## src/rtl/mem_sched_pkg.sv

```systemverilog
// Shared types and defaults for the memory-port scheduler and its rotating picker.
package mem_sched_pkg;

    localparam int unsigned NREQ_DEF  = 4;
    localparam int unsigned LEN_W_DEF = 4;

    typedef enum logic [0:0] {StIdle, StBusy} sched_state_e;

    function automatic int unsigned idx_w(int unsigned n);
        return (n < 2) ? 1 : $clog2(n);
    endfunction

endpackage

```

## src/rtl/mem_port_sched_if.sv

```systemverilog
// Requester/memory-port handshake bundle seen by the scheduler.
interface mem_port_sched_if
    import mem_sched_pkg::*;
#(
    parameter int unsigned NREQ  = NREQ_DEF,
    parameter int unsigned LEN_W = LEN_W_DEF,
    parameter int unsigned IDX_W = idx_w(NREQ)
);
    logic [NREQ-1:0]       req;
    logic [NREQ*LEN_W-1:0] burst_len;
    logic                  beat_ack;
    logic [NREQ-1:0]       gnt;
    logic [IDX_W-1:0]      owner;
    logic                  busy;
    logic [NREQ-1:0]       done;

    modport master (
        output req, burst_len, beat_ack,
        input  gnt, owner, busy, done
    );

    modport slave (
        input  req, burst_len, beat_ack,
        output gnt, owner, busy, done
    );
endinterface

```

## src/rtl/rr_pick.sv

```systemverilog
// Combinational rotating-priority picker: first request at or above last_ptr + 1, wrapping.
module rr_pick
    import mem_sched_pkg::*;
#(
    parameter int unsigned NREQ  = NREQ_DEF,
    parameter int unsigned IDX_W = idx_w(NREQ)
) (
    input  logic [NREQ-1:0]  req,
    input  logic [IDX_W-1:0] last_ptr,
    output logic [NREQ-1:0]  pick,
    output logic [IDX_W-1:0] pick_idx,
    output logic             any
);

    logic [IDX_W-1:0] cand;

    always_comb begin
        pick     = '0;
        pick_idx = '0;
        any      = 1'b0;
        cand     = '0;
        for (int unsigned k = 1; k <= NREQ; k++) begin
            cand = IDX_W'((32'(last_ptr) + k) % NREQ);
            if (!any && req[cand]) begin
                any      = 1'b1;
                pick_idx = cand;
            end
        end
        pick[pick_idx] = any;
    end

endmodule

```

## src/rtl/mem_port_sched.sv

```systemverilog
// Burst-aware round-robin owner of a single memory port; a grant lasts len + 1 acked beats.
module mem_port_sched
    import mem_sched_pkg::*;
#(
    parameter int unsigned NREQ  = NREQ_DEF,
    parameter int unsigned LEN_W = LEN_W_DEF
) (
    input logic              clk,
    input logic              rst,
    mem_port_sched_if.slave  bus
);

    localparam int unsigned IDX_W = idx_w(NREQ);

    sched_state_e     state_q, state_d;
    logic [LEN_W-1:0] len_q, len_d;
    logic [LEN_W-1:0] beat_cnt, beat_cnt_d;
    logic [IDX_W-1:0] last_ptr, last_ptr_d;
    logic [IDX_W-1:0] owner_q, owner_d;
    logic [NREQ-1:0]  gnt_q, gnt_d;
    logic [NREQ-1:0]  done_q, done_d;

    logic [NREQ-1:0]  pick;
    logic [IDX_W-1:0] pick_idx;
    logic             pick_any;

    rr_pick #(
        .NREQ  (NREQ),
        .IDX_W (IDX_W)
    ) u_pick (
        .req      (bus.req),
        .last_ptr (last_ptr),
        .pick     (pick),
        .pick_idx (pick_idx),
        .any      (pick_any)
    );

    always_comb begin
        state_d    = state_q;
        len_d      = len_q;
        beat_cnt_d = beat_cnt;
        last_ptr_d = last_ptr;
        owner_d    = owner_q;
        gnt_d      = gnt_q;
        done_d     = '0;
        unique case (state_q)
            StIdle: begin
                if (pick_any) begin
                    state_d    = StBusy;
                    gnt_d      = pick;
                    owner_d    = pick_idx;
                    beat_cnt_d = '0;
                    len_d      = '0;
                    for (int i = 0; i < int'(NREQ); i++) begin
                        if (pick[i]) len_d = bus.burst_len[i*LEN_W +: LEN_W];
                    end
                end
            end
            StBusy: begin
                if (bus.beat_ack) begin
                    // Compare before increment so an all-ones length never wraps the counter.
                    if (beat_cnt == len_q) begin
                        state_d    = StIdle;
                        gnt_d      = '0;
                        done_d     = gnt_q;
                        last_ptr_d = owner_q;
                        owner_d    = '0;
                    end else begin
                        beat_cnt_d = beat_cnt + 1'b1;
                    end
                end
            end
            default: state_d = StIdle;
        endcase
    end

    always_ff @(posedge clk) begin
        if (rst) begin
            state_q  <= StIdle;
            len_q    <= '0;
            beat_cnt <= '0;
            last_ptr <= IDX_W'(NREQ - 1);
            owner_q  <= '0;
            gnt_q    <= '0;
            done_q   <= '0;
        end else begin
            state_q  <= state_d;
            len_q    <= len_d;
            beat_cnt <= beat_cnt_d;
            last_ptr <= last_ptr_d;
            owner_q  <= owner_d;
            gnt_q    <= gnt_d;
            done_q   <= done_d;
        end
    end

    assign bus.gnt   = gnt_q;
    assign bus.owner = owner_q;
    assign bus.busy  = (state_q == StBusy);
    assign bus.done  = done_q;

endmodule

```

## src/flat_wrapper.sv

```systemverilog
// flat-port wrapper written by rule: the top's interface ports become plain ports
module mem_port_sched_flat import mem_sched_pkg::*;
#(
    parameter int unsigned NREQ  = NREQ_DEF,
    parameter int unsigned LEN_W = LEN_W_DEF
)
  (clk, rst, bus_req, bus_burst_len, bus_beat_ack, bus_gnt, bus_owner, bus_busy, bus_done);
  mem_port_sched_if #(.NREQ(NREQ), .LEN_W(LEN_W)) bus_i ();
  input logic clk;
  input logic rst;
  input wire logic [$bits(bus_i.req)-1:0] bus_req;
  input wire logic [$bits(bus_i.burst_len)-1:0] bus_burst_len;
  input wire logic [$bits(bus_i.beat_ack)-1:0] bus_beat_ack;
  output wire logic [$bits(bus_i.gnt)-1:0] bus_gnt;
  output wire logic [$bits(bus_i.owner)-1:0] bus_owner;
  output wire logic [$bits(bus_i.busy)-1:0] bus_busy;
  output wire logic [$bits(bus_i.done)-1:0] bus_done;
  assign bus_i.req = bus_req;
  assign bus_i.burst_len = bus_burst_len;
  assign bus_i.beat_ack = bus_beat_ack;
  assign bus_gnt = bus_i.gnt;
  assign bus_owner = bus_i.owner;
  assign bus_busy = bus_i.busy;
  assign bus_done = bus_i.done;
  mem_port_sched #(.NREQ(NREQ), .LEN_W(LEN_W)) u_core (.clk(clk), .rst(rst), .bus(bus_i));
endmodule
```

## config.mk

```make
export PLATFORM = sky130hd
export DESIGN_NAME = mem_port_sched_flat
export DESIGN_NICKNAME = d
export VERILOG_FILES = /design/src/rtl/mem_sched_pkg.sv /design/src/rtl/mem_port_sched_if.sv /design/src/rtl/rr_pick.sv /design/src/rtl/mem_port_sched.sv /design/src/flat_wrapper.sv
export SDC_FILE = /design/constraint.sdc
export NUM_CORES = 1
export LEC_CHECK = 0
export CAP_MARGIN = 20
export CORE_UTILIZATION = 47
export CTS_BUF_LIST = sky130_fd_sc_hd__clkbuf_8
export DETAILED_ROUTE_END_ITERATION = 6
export GPL_ROUTABILITY_DRIVEN = 0
export MAX_ROUTING_LAYER = met4
export PLACE_DENSITY = 0.78
export RECOVER_POWER = 25
export SLEW_MARGIN = 25
export SYNTH_ARGS = -nofsm -noshare
export SYNTH_HDL_FRONTEND = slang
export SYNTH_SLANG_ARGS = --single-unit
```

## constraint.sdc

```tcl
create_clock -name clk -period 1.7 [get_ports clk]
set_input_delay 0.255 -clock clk [delete_from_list [all_inputs] [get_ports clk]]
set_output_delay 0.255 -clock clk [all_outputs]
set_load 0.01 [all_outputs]
```

==> reports/metrics.csv, run 1 <==
stage,metric,value,unit
worst_setup_path,critPathCaptureType,flop,
global_routing,antenna_found_initial,0,
worst_setup_path,regToRegStartpoint,u_core.last_ptr[1],
clock_tree,cts_htree_levels,1,
floorplan,initial_core_util,51.8,%
logic_synthesis,synth_seq_cells,21,
cells_and_area,final.fill_count,159,
logic_synthesis,synthTopCellsByCount,"dfxtp_1 (21), a21oi_1 (13), mux2i_1 (9), nand3b_1 (8)",
min_path,hold_class,flop to flop,
clock_tree,clock_latency,0.26,ns
worst_setup_path,crit_start,u_core.last_ptr[1],
worst_setup_path,cp.arrival,1.68,ns
run_status,status,completed,
timing,hold_violations,0,
clock_tree,ctsResizeCount,0,
clock_tree,cts_max_path_buffers,2,
worst_setup_path,cp.required,1.84,ns
cells_and_area,drive_above_1_share,13.1,%
floorplan,die-area,2450,um2
logic_synthesis,synthFlopType,dfxtp_1,
floorplan,num_rows,16,
clock_tree,numCtsBuffers,3,
logic_synthesis,syn_nets,140,
clock_tree,clock-root-buffer,clkbuf_8,
clock_tree,cts.sinks,21,
drt,vias,1014,
placed_design,dp_hpwl,1780,um
logic_synthesis,seq_area_frac_synth,39.7,%
global_routing,grt_max_degree,13,
timing,slew_viol_final,0,
floorplan,die_h,49.5,um
global_routing,grtUsageTotal,21.1,%
drt,viasPerCell,5.42,
logic_synthesis,ys_warn_count,0,
timing,skew,0.00205,ns
power_and_ir_drop,vdd_drop_max,0.000661,V
drt,drt-total-wl,2380,um
drt,drt_pass1_iterations,5,
clock_tree,cts_setup_buffers,0,
drt,routedWlPerCell,12.7,um
cells_and_area,area_delta_synth_final,45.2,%
logic_synthesis,async_flop_share,0,%
timing,period_needed,1.54,ns
global_routing,grt_pass1_wl,3900,um
logic_synthesis,yosys-top-cells-area,"dfxtp_1 (40%), mux2i_1 (8.5%), a21oi_1 (6.1%)",
clock_tree,ctsHoldBuffers,0,
cells_and_area,nNetsFinal,185,
worst_setup_path,worstPathMaxFanout,10,
worst_setup_path,crit_type,flop to flop,
clock_tree,cts.clk_slew.worst_paths,0.07,ns
cells_and_area,fin_util,75.2,%
power_and_ir_drop,p_per_area,810,nW/um2
logic_synthesis,syn_inst,116,
min_path,min_from,u_core.bus.gnt[3],
drt,drc_errors,0,
timing,tightest_slew,0.489,ns
drt,ant_nets,0,
timing,setup-tns-final,0,ns
timing,layout_setup_ws,0.161,ns
placed_design,pre_cts_ws,-0.208,ns
logic_synthesis,yosysTopAreaCell,dfxtp_1,
timing,fin_crit_sh,90.5,%
logic_synthesis,synth_edf_count,0,
drt,drt_first_iter_violations,16,
timing,setup_viol,0,
worst_setup_path,cp-start-kind,flop,
floorplan,ios,34,
timing,relSlewSlack,66.9,%
cells_and_area,instances_no_fill,187,
placed_design,portBuffers,33,
floorplan,die_w,49.5,um
run,drv_cap,0,
logic_synthesis,yosysUniqueCellTypes,28,
logic_synthesis,syn_area_per_cell,9.13,um2
logic_synthesis,yosysTopAreaCellShare,39.7,%
global_routing,grt_pass1_vias,955,
placed_design,dp_cells,183,
logic_synthesis,yosysMostFrequentCell,dfxtp_1,
floorplan,core,2040,um2
clock_tree,cts_tree,done,
power_and_ir_drop,p_leak,0.649,nW
cells_and_area,insertedDiodeCount,0,
logic_synthesis,syn_area,1060,um2
global_routing,grt.overflow.total,0,
timing,fmax,0.650,GHz
-- where the power goes --
part / switching [W] / internal, W / total (W) / leakage (nW)
sequential: 0.0000353 / 0.000532 / 0.000567 / 0.171
clock: 0.000162 / 0.000164 / 0.000325 / 0.0255
combinational: 0.000155 / 0.000196 / 0.000351 / 0.452
-- state kept, by name (all words and copies together) (netlist names) --
name,count
u_core.last_ptr,2
u_core.bus.busy,1
u_core.bus.done,4
u_core.bus.owner,2
u_core.len_q,4
u_core.beat_cnt,4
u_core.bus.gnt,4
-- final timing paths --
path	to	slack (ns)	cells after the start
worst min-delay path	u_core.bus.done[3]	0.48	1
worst min register to register	u_core.bus.done[3]	0.48	1
worst max-delay path	u_core.len_q[3]	0.16	5
worst max register to register	u_core.len_q[3]	0.16	5
-- through the flow --
stage / hold WS (ns) / area, um2 / power (W)
2_1_floorplan: 0.455 / 1060 / 0.000782
3_3_place_gp: 0.464 / 1480 / 0.000916
3_5_place_dp: 0.472 / 1480 / 0.000928
4_1_cts: 0.490 / 1520 / 0.00125
5_1_grt: 0.502 / 1540 / 0.00131
6_report: 0.482 / 1540 / 0.00124
-- layer usage --
metal / vias to the layer above / global-route usage, % / share of wire (%)
li1: 500 / - / -
met1: 479 / 23.2 / 41
met2: 33 / 38.1 / 53
met3: 2 / 5.56 / 5.0
met4: 0 / 4.29 / 0.80
met5: - / - / 0
-- cell type report --
class | instances | area [um2] | share of cell area, %
well taps | 27 | 33.8 | 2.20
multi-input cells | 84 | 582 | 37.9
clock inverters | 1 | 5.00 | 0.326
clock buffers | 3 | 41.3 | 2.69
flip-flops and latches | 21 | 420 | 27.4
inverters | 5 | 18.8 | 1.22
repair buffers | 46 | 435 | 28.3
-- worst max-delay path, cell delays in order (launching register included) --
cell      delay, ns
dfxtp_1        0.46
nand2_1        0.11
a21oi_2        0.17
o221a_4        0.32
mux2i_1        0.23
o221ai_1       0.12
-- logic make-up (layout without fill, tap and decap cells) --
logic type,Yosys count,count (layout),synth area share (%)
buffers and inverters,11,55,6.03
xor gates and xnor gates,5,5,4.14
muxes,9,9,8.51
AOI/OAI and AO/OA,23,23,16.0
DFF,21,21,39.7
adders and majority gates,1,1,1.18
and+or+nand+nor,46,46,24.5
-- cells in the final DEF (no fill, tap or decap), types with 3 or more instances in the layout --
cell	instances
dfxtp_1	21
o221ai_1	4
nand3_1	7
clkbuf_8	3
nand2_1	7
mux2i_1	9
dlygate4sd3_1	6
a21oi_1	13
xnor2_1	4
and2_1	5
nor2_1	7
dlymetal6s2s_1	3
inv_1	5
buf_4	13
nand3b_1	8
nand2b_1	3
clkdlybuf4s50_1	24
No activity file was read; power rests on OpenSTA's default activity.
==> run 2, diff against run 1 <==
--- a/config.mk
+++ b/config.mk
@@ -8,12 +8,13 @@
 export CAP_MARGIN = 20
 export CORE_UTILIZATION = 47
 export CTS_BUF_LIST = sky130_fd_sc_hd__clkbuf_8
+export CTS_CLUSTER_SIZE = 25
 export DETAILED_ROUTE_END_ITERATION = 6
 export GPL_ROUTABILITY_DRIVEN = 0
 export MAX_ROUTING_LAYER = met4
 export PLACE_DENSITY = 0.78
 export RECOVER_POWER = 25
-export SLEW_MARGIN = 25
+export SLEW_MARGIN = 20
 export SYNTH_ARGS = -nofsm -noshare
 export SYNTH_HDL_FRONTEND = slang
 export SYNTH_SLANG_ARGS = --single-unit
==> results of run 2 <==
The final DEF is identical to that of run 1; final timing and power are the same.
